## config.mk

```make
export PLATFORM = sky130hd
export DESIGN_NAME = shunt_fringe
export DESIGN_NICKNAME = d
export VERILOG_FILES = /design/src/rtl/shunt_fringe_pkg.sv /design/src/rtl/shunt_fringe_db.sv /design/src/rtl/shunt_fringe.sv
export SDC_FILE = /design/constraint.sdc
export NUM_CORES = 1
export LEC_CHECK = 0
export BUFFER_PORTS_ARGS = -buffer_cell sky130_fd_sc_hd__clkbuf_2
export CAP_MARGIN = 20
export CORE_ASPECT_RATIO = 0.9
export CORE_UTILIZATION = 60
export CTS_CLUSTER_SIZE = 8
export DETAILED_ROUTE_END_ITERATION = 16
export MAX_ROUTING_LAYER = met4
export PLACE_DENSITY = 0.85
export SLEW_MARGIN = 0
export SYNTH_ARGS = -nofsm -noshare
export SYNTH_HDL_FRONTEND = slang
export SYNTH_SLANG_ARGS = --single-unit
```

## constraint.sdc

```tcl
create_clock -name clk_i -period 4.7 [get_ports clk_i]
set_input_delay 0.94 -clock clk_i [delete_from_list [all_inputs] [get_ports clk_i]]
set_output_delay 0.94 -clock clk_i [all_outputs]
set_load 0.005 [all_outputs]
```

## src/rtl/shunt_fringe_pkg.sv

```systemverilog
// Shared types for the fringe endpoint: packet header, registration states, entry states.
package shunt_fringe_pkg;

  typedef enum logic [1:0] {
    PKT_REG  = 2'd0,
    PKT_ACK  = 2'd1,
    PKT_DATA = 2'd2,
    PKT_RSVD = 2'd3
  } pkt_type_e;

  typedef struct packed {
    pkt_type_e   ptype;
    logic [15:0] simid;
    logic [7:0]  idx;
  } fringe_pkt_t;

  localparam int HDR_W = $bits(fringe_pkt_t);
  localparam int DEF_DATA_W = 9;
  localparam int PKT_W = HDR_W + DEF_DATA_W;

  typedef enum logic [2:0] {
    R_IDLE,
    R_SEL,
    R_SEND,
    R_WAIT,
    R_DONE,
    R_ERR
  } reg_state_e;

  typedef enum logic {
    E_IDLE,
    E_ACTIVE
  } entry_state_e;

endpackage

```

## src/rtl/shunt_fringe_db.sv

```systemverilog
// Per-signal payload store with valid flags; a write and a clear to the same
// index in one cycle leaves the entry valid. Payload survives a clear.
module shunt_fringe_db
  import shunt_fringe_pkg::*;
#(
  parameter int N  = 10,
  parameter int DW = 9,
  localparam int IW = $clog2(N)
) (
  input  logic          clk_i,
  input  logic          rst_ni,
  input  logic          we_i,
  input  logic [IW-1:0] waddr_i,
  input  logic [DW-1:0] wdata_i,
  input  logic          clr_i,
  input  logic [IW-1:0] caddr_i,
  input  logic [IW-1:0] raddr_i,
  output logic          valid_o,
  output logic [DW-1:0] data_o
);

  logic [N-1:0]  valid_q;
  logic [DW-1:0] mem_q [N];
  logic          rd_ok;

  // Clear first, then write, so a colliding write wins.
  always_ff @(posedge clk_i or negedge rst_ni) begin
    if (!rst_ni) begin
      valid_q <= '0;
      for (int i = 0; i < N; i++) mem_q[i] <= '0;
    end else begin
      if (clr_i && (32'(caddr_i) < 32'(N))) valid_q[caddr_i] <= 1'b0;
      if (we_i) begin
        valid_q[waddr_i] <= 1'b1;
        mem_q[waddr_i]   <= wdata_i;
      end
    end
  end

  assign rd_ok   = 32'(raddr_i) < 32'(N);
  assign valid_o = rd_ok ? valid_q[raddr_i] : 1'b0;
  assign data_o  = rd_ok ? mem_q[raddr_i] : '0;

endmodule

```

## src/rtl/shunt_fringe.sv

```systemverilog
// Fringe endpoint: registers remote target entries, then exports put data and
// buffers received DATA packets in the payload DB.
module shunt_fringe
  import shunt_fringe_pkg::*;
#(
  parameter int          N_SIGNALS = 10,
  parameter int          N_TARGETS = 1,
  parameter int          DATA_W    = 9,
  parameter logic [15:0] SIM_ID    = 16'd0,
  parameter bit          IS_INIT   = 1'b1,
  localparam int IW = $clog2(N_SIGNALS),
  localparam int PW = HDR_W + DATA_W
) (
  input  logic              clk_i,
  input  logic              rst_ni,
  input  logic              reg_start_i,
  output logic              reg_done_o,
  output logic              reg_err_o,
  input  logic              put_req_i,
  input  logic [IW-1:0]     put_idx_i,
  input  logic [DATA_W-1:0] put_data_i,
  output logic              put_ack_o,
  output logic              put_err_o,
  input  logic [IW-1:0]     get_idx_i,
  output logic              get_valid_o,
  output logic [DATA_W-1:0] get_data_o,
  input  logic              get_clr_i,
  output logic              tx_valid_o,
  input  logic              tx_ready_i,
  output logic [PW-1:0]     tx_pkt_o,
  input  logic              rx_valid_i,
  output logic              rx_ready_o,
  input  logic [PW-1:0]     rx_pkt_i
);

  reg_state_e        reg_state_q;
  entry_state_e      entry_q [N_TARGETS];
  logic              reg_done_q, reg_err_q, rdy_q, put_err_q, put_err_d;
  logic [7:0]        sel_q, sel_idx, ack_idx_q, data_idx_q;
  logic              tx_valid_q, ack_pend_q, data_pend_q;
  logic [PW-1:0]     tx_pkt_q;
  logic [DATA_W-1:0] data_q;
  logic              have_idle, all_active;
  logic              rx_fire, tx_fire, ack_busy, put_idx_ok, db_we;
  fringe_pkt_t       rx_hdr, tx_hdr;
  logic [DATA_W-1:0] rx_pay;
  logic              unused_hdr;

  assign rx_hdr     = rx_pkt_i[PW-1:DATA_W];
  assign rx_pay     = rx_pkt_i[DATA_W-1:0];
  assign tx_hdr     = tx_pkt_q[PW-1:DATA_W];
  assign unused_hdr = ^{rx_hdr.simid, tx_hdr.simid};

  assign tx_fire    = tx_valid_q & tx_ready_i;
  // An ACK waiting to be loaded or sitting in tx blocks further REG intake.
  assign ack_busy   = ack_pend_q | (tx_valid_q & (tx_hdr.ptype == PKT_ACK));
  assign rx_ready_o = rdy_q & ~ack_busy;
  assign rx_fire    = rx_valid_i & rx_ready_o;
  assign put_idx_ok = 32'(put_idx_i) < 32'(N_SIGNALS);
  assign put_err_d  = put_req_i & (~reg_done_q | ~put_idx_ok);
  assign db_we      = rx_fire & (rx_hdr.ptype == PKT_DATA) &
                      (32'(rx_hdr.idx) < 32'(N_SIGNALS));

  assign put_ack_o  = tx_fire & (tx_hdr.ptype == PKT_DATA);
  assign put_err_o  = put_err_q;
  assign reg_done_o = reg_done_q;
  assign reg_err_o  = reg_err_q;
  assign tx_valid_o = tx_valid_q;
  assign tx_pkt_o   = tx_pkt_q;

  // Lowest IDLE entry, and whether every entry is ACTIVE.
  always_comb begin
    have_idle  = 1'b0;
    all_active = 1'b1;
    sel_idx    = '0;
    for (int i = N_TARGETS - 1; i >= 0; i--) begin
      if (entry_q[i] == E_IDLE) begin
        have_idle  = 1'b1;
        all_active = 1'b0;
        sel_idx    = 8'(i);
      end
    end
  end

  // Registration FSM, put capture and the single-slot tx register.
  // The tx slot only reloads when empty, so its packet never changes while stalled.
  always_ff @(posedge clk_i or negedge rst_ni) begin
    if (!rst_ni) begin
      reg_state_q <= R_IDLE;
      reg_done_q  <= 1'b0;
      reg_err_q   <= 1'b0;
      sel_q       <= '0;
      rdy_q       <= 1'b0;
      put_err_q   <= 1'b0;
      tx_valid_q  <= 1'b0;
      tx_pkt_q    <= '0;
      ack_pend_q  <= 1'b0;
      ack_idx_q   <= '0;
      data_pend_q <= 1'b0;
      data_idx_q  <= '0;
      data_q      <= '0;
      for (int i = 0; i < N_TARGETS; i++) entry_q[i] <= E_IDLE;
    end else begin
      rdy_q     <= 1'b1;
      put_err_q <= put_err_d;

      // put_req_i is a pulse; one request is buffered until it reaches tx.
      if (put_req_i && !put_err_d && !data_pend_q) begin
        data_pend_q <= 1'b1;
        data_idx_q  <= 8'(put_idx_i);
        data_q      <= put_data_i;
      end

      if (!IS_INIT) begin
        if (rx_fire && rx_hdr.ptype == PKT_REG) begin
          ack_pend_q <= 1'b1;
          ack_idx_q  <= rx_hdr.idx;
        end
        if (tx_fire && tx_hdr.ptype == PKT_ACK) begin
          for (int i = 0; i < N_TARGETS; i++)
            if (tx_hdr.idx == 8'(i)) entry_q[i] <= E_ACTIVE;
        end
        if (all_active) reg_done_q <= 1'b1;
      end

      case (reg_state_q)
        R_IDLE: if (IS_INIT && reg_start_i) reg_state_q <= R_SEL;
        R_SEL: begin
          if (!have_idle) begin
            reg_state_q <= R_DONE;
            reg_done_q  <= 1'b1;
          end
        end
        R_SEND: if (tx_fire) reg_state_q <= R_WAIT;
        R_WAIT: begin
          if (rx_fire && rx_hdr.ptype == PKT_ACK) begin
            if (rx_hdr.idx == sel_q) begin
              for (int i = 0; i < N_TARGETS; i++)
                if (sel_q == 8'(i)) entry_q[i] <= E_ACTIVE;
              reg_state_q <= R_SEL;
            end else begin
              reg_err_q   <= 1'b1;
              reg_state_q <= R_ERR;
            end
          end
        end
        default: reg_state_q <= reg_state_q;
      endcase

      if (tx_fire) begin
        tx_valid_q <= 1'b0;
      end else if (!tx_valid_q) begin
        if (ack_pend_q) begin
          tx_valid_q <= 1'b1;
          tx_pkt_q   <= {PKT_ACK, SIM_ID, ack_idx_q, {DATA_W{1'b0}}};
          ack_pend_q <= 1'b0;
        end else if (reg_state_q == R_SEL && have_idle) begin
          tx_valid_q  <= 1'b1;
          tx_pkt_q    <= {PKT_REG, SIM_ID, sel_idx, {DATA_W{1'b0}}};
          sel_q       <= sel_idx;
          reg_state_q <= R_SEND;
        end else if (data_pend_q) begin
          tx_valid_q  <= 1'b1;
          tx_pkt_q    <= {PKT_DATA, SIM_ID, data_idx_q, data_q};
          data_pend_q <= 1'b0;
        end
      end
    end
  end

  shunt_fringe_db #(
    .N  (N_SIGNALS),
    .DW (DATA_W)
  ) u_db (
    .clk_i   (clk_i),
    .rst_ni  (rst_ni),
    .we_i    (db_we),
    .waddr_i (rx_hdr.idx[IW-1:0]),
    .wdata_i (rx_pay),
    .clr_i   (get_clr_i),
    .caddr_i (get_idx_i),
    .raddr_i (get_idx_i),
    .valid_o (get_valid_o),
    .data_o  (get_data_o)
  );

endmodule

```

==> results of run 1 <==
## metal layers
metal | wire length [um] | part of all wire [%] | up-vias | track usage (%)
met2 | 6510 | 49 | 178 | 42.2
met4 | 337 | 2.5 | 0 | 11.9
met3 | 821 | 6.2 | 30 | 6.75
met5 | 0 | 0 | - | -
li1 | - | - | 1811 | -
met1 | 5650 | 42 | 2085 | 36.2
## per-stage QoR
step | hold slack (ns) | instance area (um2) | cells
3_5_place_dp | 0.466 | 6680 | 641
6_report | 0.477 | 7330 | 673
4_1_cts | 0.481 | 7330 | 673
3_3_place_gp | 0.459 | 6680 | 641
5_1_grt | 0.494 | 7330 | 673
2_1_floorplan | 0.445 | 6350 | 482
## placed cells by master, fill, tap and decap left out, types with 3 or more instances in the layout
cell type and n:
mux4_2 10, nand4b_1 3, nand2_1 21, clkinv_4 3, conb_1 22, a32oi_1 4
bufinv_16 5, a22o_1 13, nand4_1 6, nor2b_1 5, nand2b_1 3, clkinv_2 3
a22oi_1 16, clkbuf_2 71, clkbuf_16 17, buf_4 8, o21ai_0 4, mux2_2 123
dfrtp_1 137, nand3_1 11, and4_1 3, o31ai_1 3, inv_1 4, nor3b_1 3
nor2_1 5
## flip-flops by register name, summed over array words and instances (netlist names)
register / count
data_idx_q: 4
data_pend_q: 1
data_q: 9
entry_q: 1
put_err_o: 1
rdy_q: 1
reg_done_o: 1
reg_err_o: 1
reg_state_q: 3
tx_pkt_o: 14
tx_valid_o: 1
u_db.mem_q: 90
u_db.valid_q: 10
## report_power, final
| part | switching (mW) | internal [mW] | total (mW) | leakage [nW] |
|---|---|---|---|---|
| combinational | 0.139 | 0.113 | 0.251 | 1.56 |
| sequential | 0.0575 | 1.24 | 1.30 | 1.89 |
| clock | 0.512 | 0.943 | 1.45 | 0.314 |
| total | 0.708 | 2.30 | 3.00 | 3.77 |
## cell families (layout without fill, tap and decap cells)
family / Yosys count / in the layout / share of synthesized area (%)
DFF: 137 / 137 / 54.6
AOI/OAI and AO/OA: 58 / 58 / 7.18
muxes: 133 / 133 / 25.7
other: 2 / 22 / 0.120
and+or+nand+nor: 78 / 78 / 7.80
buffers and inverters: 54 / 116 / 4.59
## worst reg2reg max path: cells and delay by family (launching register included)
kind          cells  cell delay [ns]
mux               1             0.57
flops             1             0.37
simple gates      2             1.08
## final cells by class
cell class | count | area [um2]
Tap cell | 129 | 161
Multi-Input combinational cell | 291 | 2640
Clock inverter | 15 | 224
Inverter | 4 | 15.0
Sequential cell | 137 | 3430
Fill cell | 657 | 2880
Clock buffer | 17 | 425
Timing Repair Buffer | 80 | 435
## final timing paths
kind                                       from              end  slack (ns)  cells past startpoint
worst min-delay path            u_db.valid_q[3]  u_db.valid_q[3]        0.48                      1
worst max-delay path               get_idx_i[0]    get_data_o[8]        0.86                      7
min in group asynchronous                rst_ni   u_db.mem_q[53]        0.57                      2
worst max register to register            rdy_q   u_db.mem_q[45]        2.56                      3
worst min register to register  u_db.valid_q[3]  u_db.valid_q[3]        0.48                      1
max in group asynchronous                rst_ni          entry_q        3.50                      2
==> run metrics, run 1 <==
CTS resizes 0; Post-synth EDFFs 0; gpl congestion 0.827; Leak Pwr roughly 3.8 nW; Syn. warnings 8; Core Area just over 0.01 mm2; via/cell ratio 6.10; FP Rows 35; slowest CP cell clkbuf_2; Routed WL per cell ~20 um; HP Class flip-flop to flip-flop; Clock Latency Late Sink 0.41 ns; utilization after layout a little under three quarters; final wirelength about 13,000 um; Req. time, crit path between 3 and 4 ns; Synth Register Bits 137; Fmax roughly 260 MHz; max-slew violations 0; Via Count between 4,000 and 5,000; Pre-antenna DRT Iters 5; area of the die around 0.011 mm2; type of origin of the critical path primary input; initial antenna violation count 0; CTS Buf Count 17; Clock Sinks between 100 and 150; Worst VDD drop 0.465 mV; area grow syn2layout 16.8%; worst-path cell chain clkbuf_2 -> buf_4 -> nor4bb_1 -> buf_4 -> a22oi_1 -> nand3_1 -> clkbuf_2; slack of the critical path between 0.8 and 0.9 ns; largest net degree at the start of global routing approximately 140; Post CTS Setup Buffer Count 0; die height 99.0 um; initial drt markers ~250; CTS hold repair buffers 0; Total Routing Usage GR approximately 28%; crit path DAT around 2.9 ns; Initial Util 61.5%; synthesized instance count roughly 460; Reg clk slew, reported paths 0.05 ns; top cell type's share of synthesized area between 50% and 60%; share of layout cells above drive strength 1 47.1%; kind of cell adding the most delay to the critical path buffers and inverters; post-synthesis sequential area ratio a little over half; vias in the first global route 4,200; ANT nets after route 0; CTS root buf clkbuf_16; Post-synth top flop dfrtp_1; Worst Skew a little under 0.006 ns; Max-slew headroom roughly 30%; kind of critical path primary input to primary output; Hold Vio Cnt, Final 0; unrepaired setup endpoints after global routing no; Nets 590; GRT overflow 0; max cap viols 0; worst-path maximum fanout 23; DPL Wire Length around 8400 um; first-pass GRT wire length about 22,000 um; Cell Pwr Density between 400 and 500 mW/mm2; ranking of synthesized cells by area dfrtp_1 (55%), mux2_2 (22%), mux4_2 (3.6%), buf_4 (2.5%), a22oi_1 (1.9%); CP peak stage delay approximately 0.48 ns; Buf/Inv on CP 4; CTS HTree Levels 4; Mapped Area ~0.0063 mm2; status completed; crit path time final between 3 and 4 ns; Tcrit/Tclk final roughly four fifths; io pins between 100 and 150; top-count cell post-synth dfrtp_1; Pwr Total about 3 mW; Max clock buf depth 2; top cells by count, synth dfrtp_1 (137), mux2_2 (123), buf_4 (21), nand2_1 (21), a22oi_1 (16); worst slew pin tran between 1 and 1.5 ns; CTS tree yes; area leader, netlist dfrtp_1; # DRC 0; Unique masters post-synth 51; Antenna diodes 0; Synth Area per Inst 13.6 um2; pre-CTS WS approximately 0.87 ns; Final setup viols 0; Die Wd ~110 um; Setup TNS Final 0 ns; port bufs approximately 70; Async S/R FF share, synth between 90% and 100%; CP Capture Type primary output
Power figures use the tool's default switching activity.
==> inputs of run 2 (changes only) <==
--- a/config.mk
+++ b/config.mk
@@ -8,11 +8,11 @@
 export BUFFER_PORTS_ARGS = -buffer_cell sky130_fd_sc_hd__clkbuf_2
 export CAP_MARGIN = 20
 export CORE_ASPECT_RATIO = 0.9
-export CORE_UTILIZATION = 60
+export CORE_UTILIZATION = 56
 export CTS_CLUSTER_SIZE = 8
 export DETAILED_ROUTE_END_ITERATION = 16
 export MAX_ROUTING_LAYER = met4
-export PLACE_DENSITY = 0.85
+export PLACE_DENSITY = 0.8
 export SLEW_MARGIN = 0
 export SYNTH_ARGS = -nofsm -noshare
 export SYNTH_HDL_FRONTEND = slang
==> constraint.sdc (replaced) <==
create_clock -name clk_i -period 3.72 [get_ports clk_i]
set_input_delay 0.744 -clock clk_i [delete_from_list [all_inputs] [get_ports clk_i]]
set_output_delay 0.744 -clock clk_i [all_outputs]
set_load 0.005 [all_outputs]
==> run 2 against run 1 <==
Sequential power is 26% higher. Non-clock buffer count increased by 9. Total power rose by 28%.
==> run metrics, run 2 (synthesis results as in run 1) <==
CTS resizes 0 (unchanged); gpl congestion 0.858 (was 0.827); Layout Cells excl Fill 704 (was 673); slowest CP cell mux4_2 (was clkbuf_2); FP Rows 36 (was 35); Seq. cell area 0.00343 mm2 (unchanged); most used cell, CP clkbuf_2; GRT overflow 0 (unchanged); worst-path maximum fanout 15 (was 23); crit path time final between 2 and 3 ns; Pwr Total 3.85 mW (was 3.00 mW); Reg clk slew, reported paths 0.06 ns (was 0.05 ns); CP peak stage delay 0.51 ns (was 0.48 ns); kind of critical path primary input to primary output (unchanged); Pre-antenna DRT Iters 5 (unchanged); Initial Util 57.8% (was 61.5%); unrepaired setup endpoints after global routing no (unchanged); Filler cells 752 (was 657); worst reg-to-reg path cell count 3 (unchanged); first-pass GRT wire length 22,000 um (was 21,600 um); CTS HTree Levels 4 (unchanged); Pint 2.98 mW (was 2.30 mW); Final setup viols 0 (unchanged); DPL Wire Length 8610 um (was 8420 um); HP Class primary input to asynchronous set/reset pin (was flip-flop to flip-flop); CTS Buf Count 17 (unchanged); Logic pwr share 8.5% (was 8.4%); max reg flops 90 (unchanged); port bufs 72 (unchanged); Multi-input gate area 0.00265 mm2 (was 0.00264 mm2); Setup TNS Final 0 ns (unchanged); Cell Area, Placed 0.00679 mm2 (was 0.00668 mm2); share of layout cells above drive strength 1 48.0% (was 47.1%); most common cell after layout, fill and taps aside dfrtp_1 (unchanged); Nets 599 (was 590); Via Count 4,118 (was 4,104); Hold Vio Cnt, Final 0 (unchanged); Clock Sinks 137 (unchanged); CTS hold repair buffers 0 (unchanged); largest net degree at the start of global routing 77 (was 138); area grow syn2layout 18.9% (was 16.8%); worst-path cell chain clkbuf_2 -> buf_4 -> mux4_2 -> nand2_1 -> nand3_1 -> clkbuf_2 (was clkbuf_2 -> buf_4 -> nor4bb_1 -> buf_4 -> a22oi_1 -> nand3_1 -> clkbuf_2); stages on the worst setup path 6 (was 7); final wirelength 13,700 um (was 13,300 um); initial drt markers 239 (was 249); Leak Pwr 3.83 nW (was 3.77 nW); via/cell ratio 5.85 (was 6.10); io pins 110 (unchanged); Die Wd 114 um (was 110 um); Reg power frac 42.6% (was 43.2%); Worst VDD drop 0.346 mV (was 0.465 mV); sw power 0.869 mW (was 0.708 mW); Worst Skew 0.00676 ns (was 0.00577 ns); # DRC 0 (unchanged); design area 0.00746 mm2 (was 0.00733 mm2); CTS root buf clkbuf_16 (unchanged); Antenna diodes 0 (unchanged); CTS tree yes (unchanged); worst slew pin tran 0.950 ns (was 1.04 ns); Inst Count DP 673 (was 641); initial antenna violation count 0 (unchanged); Fmax roughly 330 MHz; commonest non-fill, non-tap cells in the layout dfrtp_1 (137), mux2_2 (123), clkbuf_2 (71) (unchanged); type of origin of the critical path primary input (unchanged); CP Capture Type primary output (unchanged); Tcrit/Tclk final 80.6%; Routed WL per cell 19.5 um (was 19.8 um); area of the die 0.0116 mm2 (was 0.0109 mm2); ANT nets after route 0 (unchanged); vias in the first global route 4,204 (was 4,200); Clk pwr share 48.9% (was 48.4%); R2R Setup Slk 1.74 ns (was 2.56 ns); Post CTS Setup Buffer Count 0 (unchanged); kind of cell adding the most delay to the critical path buffers and inverters (unchanged); Total Routing Usage GR 26.6% (was 28.0%); die height 102 um (was 99.0 um); switching fraction of total power 22.6% (was 23.6%); Max clock buf depth 2 (unchanged); Core Area 0.0109 mm2 (was 0.0102 mm2); Cell Pwr Density 516 mW/mm2 (was 410 mW/mm2); max-slew violations 0 (unchanged); Max-slew headroom 36.2% (was 30.3%); max cap viols 0 (unchanged); Req. time, crit path 2.98 ns (was 3.76 ns); status completed (unchanged); Clock Latency Late Sink 0.41 ns (about the same); Buf/Inv on CP 3 (was 4); most flop-heavy register u_db.mem_q (unchanged); crit path DAT 2.26 ns (was 2.90 ns)
==> run 2: area by class of cell <==
class	count	area share (%)
clock buffers	18	5.89
clock inverters	13	3.02
inverters	4	0.201
multi-input cells	291	35.5
flip-flops and latches	137	46.0
well taps	152	2.55
repair buffers	89	6.91
==> run 2: power by group through the flow <==
stage                     Sequential (mW)  Combinational [mW]  Clock, mW
final                                1.64               0.327       1.88
after global routing                 1.65               0.360       1.97
after CTS                            1.64               0.330       1.91
after detailed placement             1.66               0.325          0
after global placement               1.66               0.311          0
after floorplan                      1.64               0.212          0
==> run 2: routing by layer <==
layer / GRT usage, % / share of wire, %
met5: - / 0
met4: 9.82 / 1.7
met3: 7.06 / 5.0
met2: 42.5 / 50
met1: 32.7 / 43
==> run 2: worst paths after layout <==
check | start | to
worst max-delay path | get_idx_i[0] | get_valid_o
worst min-delay path | rst_ni | u_db.mem_q[21]
worst max register to register | rdy_q | u_db.mem_q[14]
worst min register to register | reg_err_o | reg_err_o
max in group asynchronous | rst_ni | u_db.mem_q[78]
min in group clk_i | reg_err_o | reg_err_o
==> run 2: per-stage QoR <==
step	hold slack [ns]	setup slack, ns	util (%)
4_1_cts	0.430	0.710	68.7
3_5_place_dp	0.459	0.750	62.6
5_1_grt	0.471	0.630	68.7
3_3_place_gp	0.454	0.755	62.6
6_report	0.408	0.720	68.7
2_1_floorplan	0.445	1.02	-
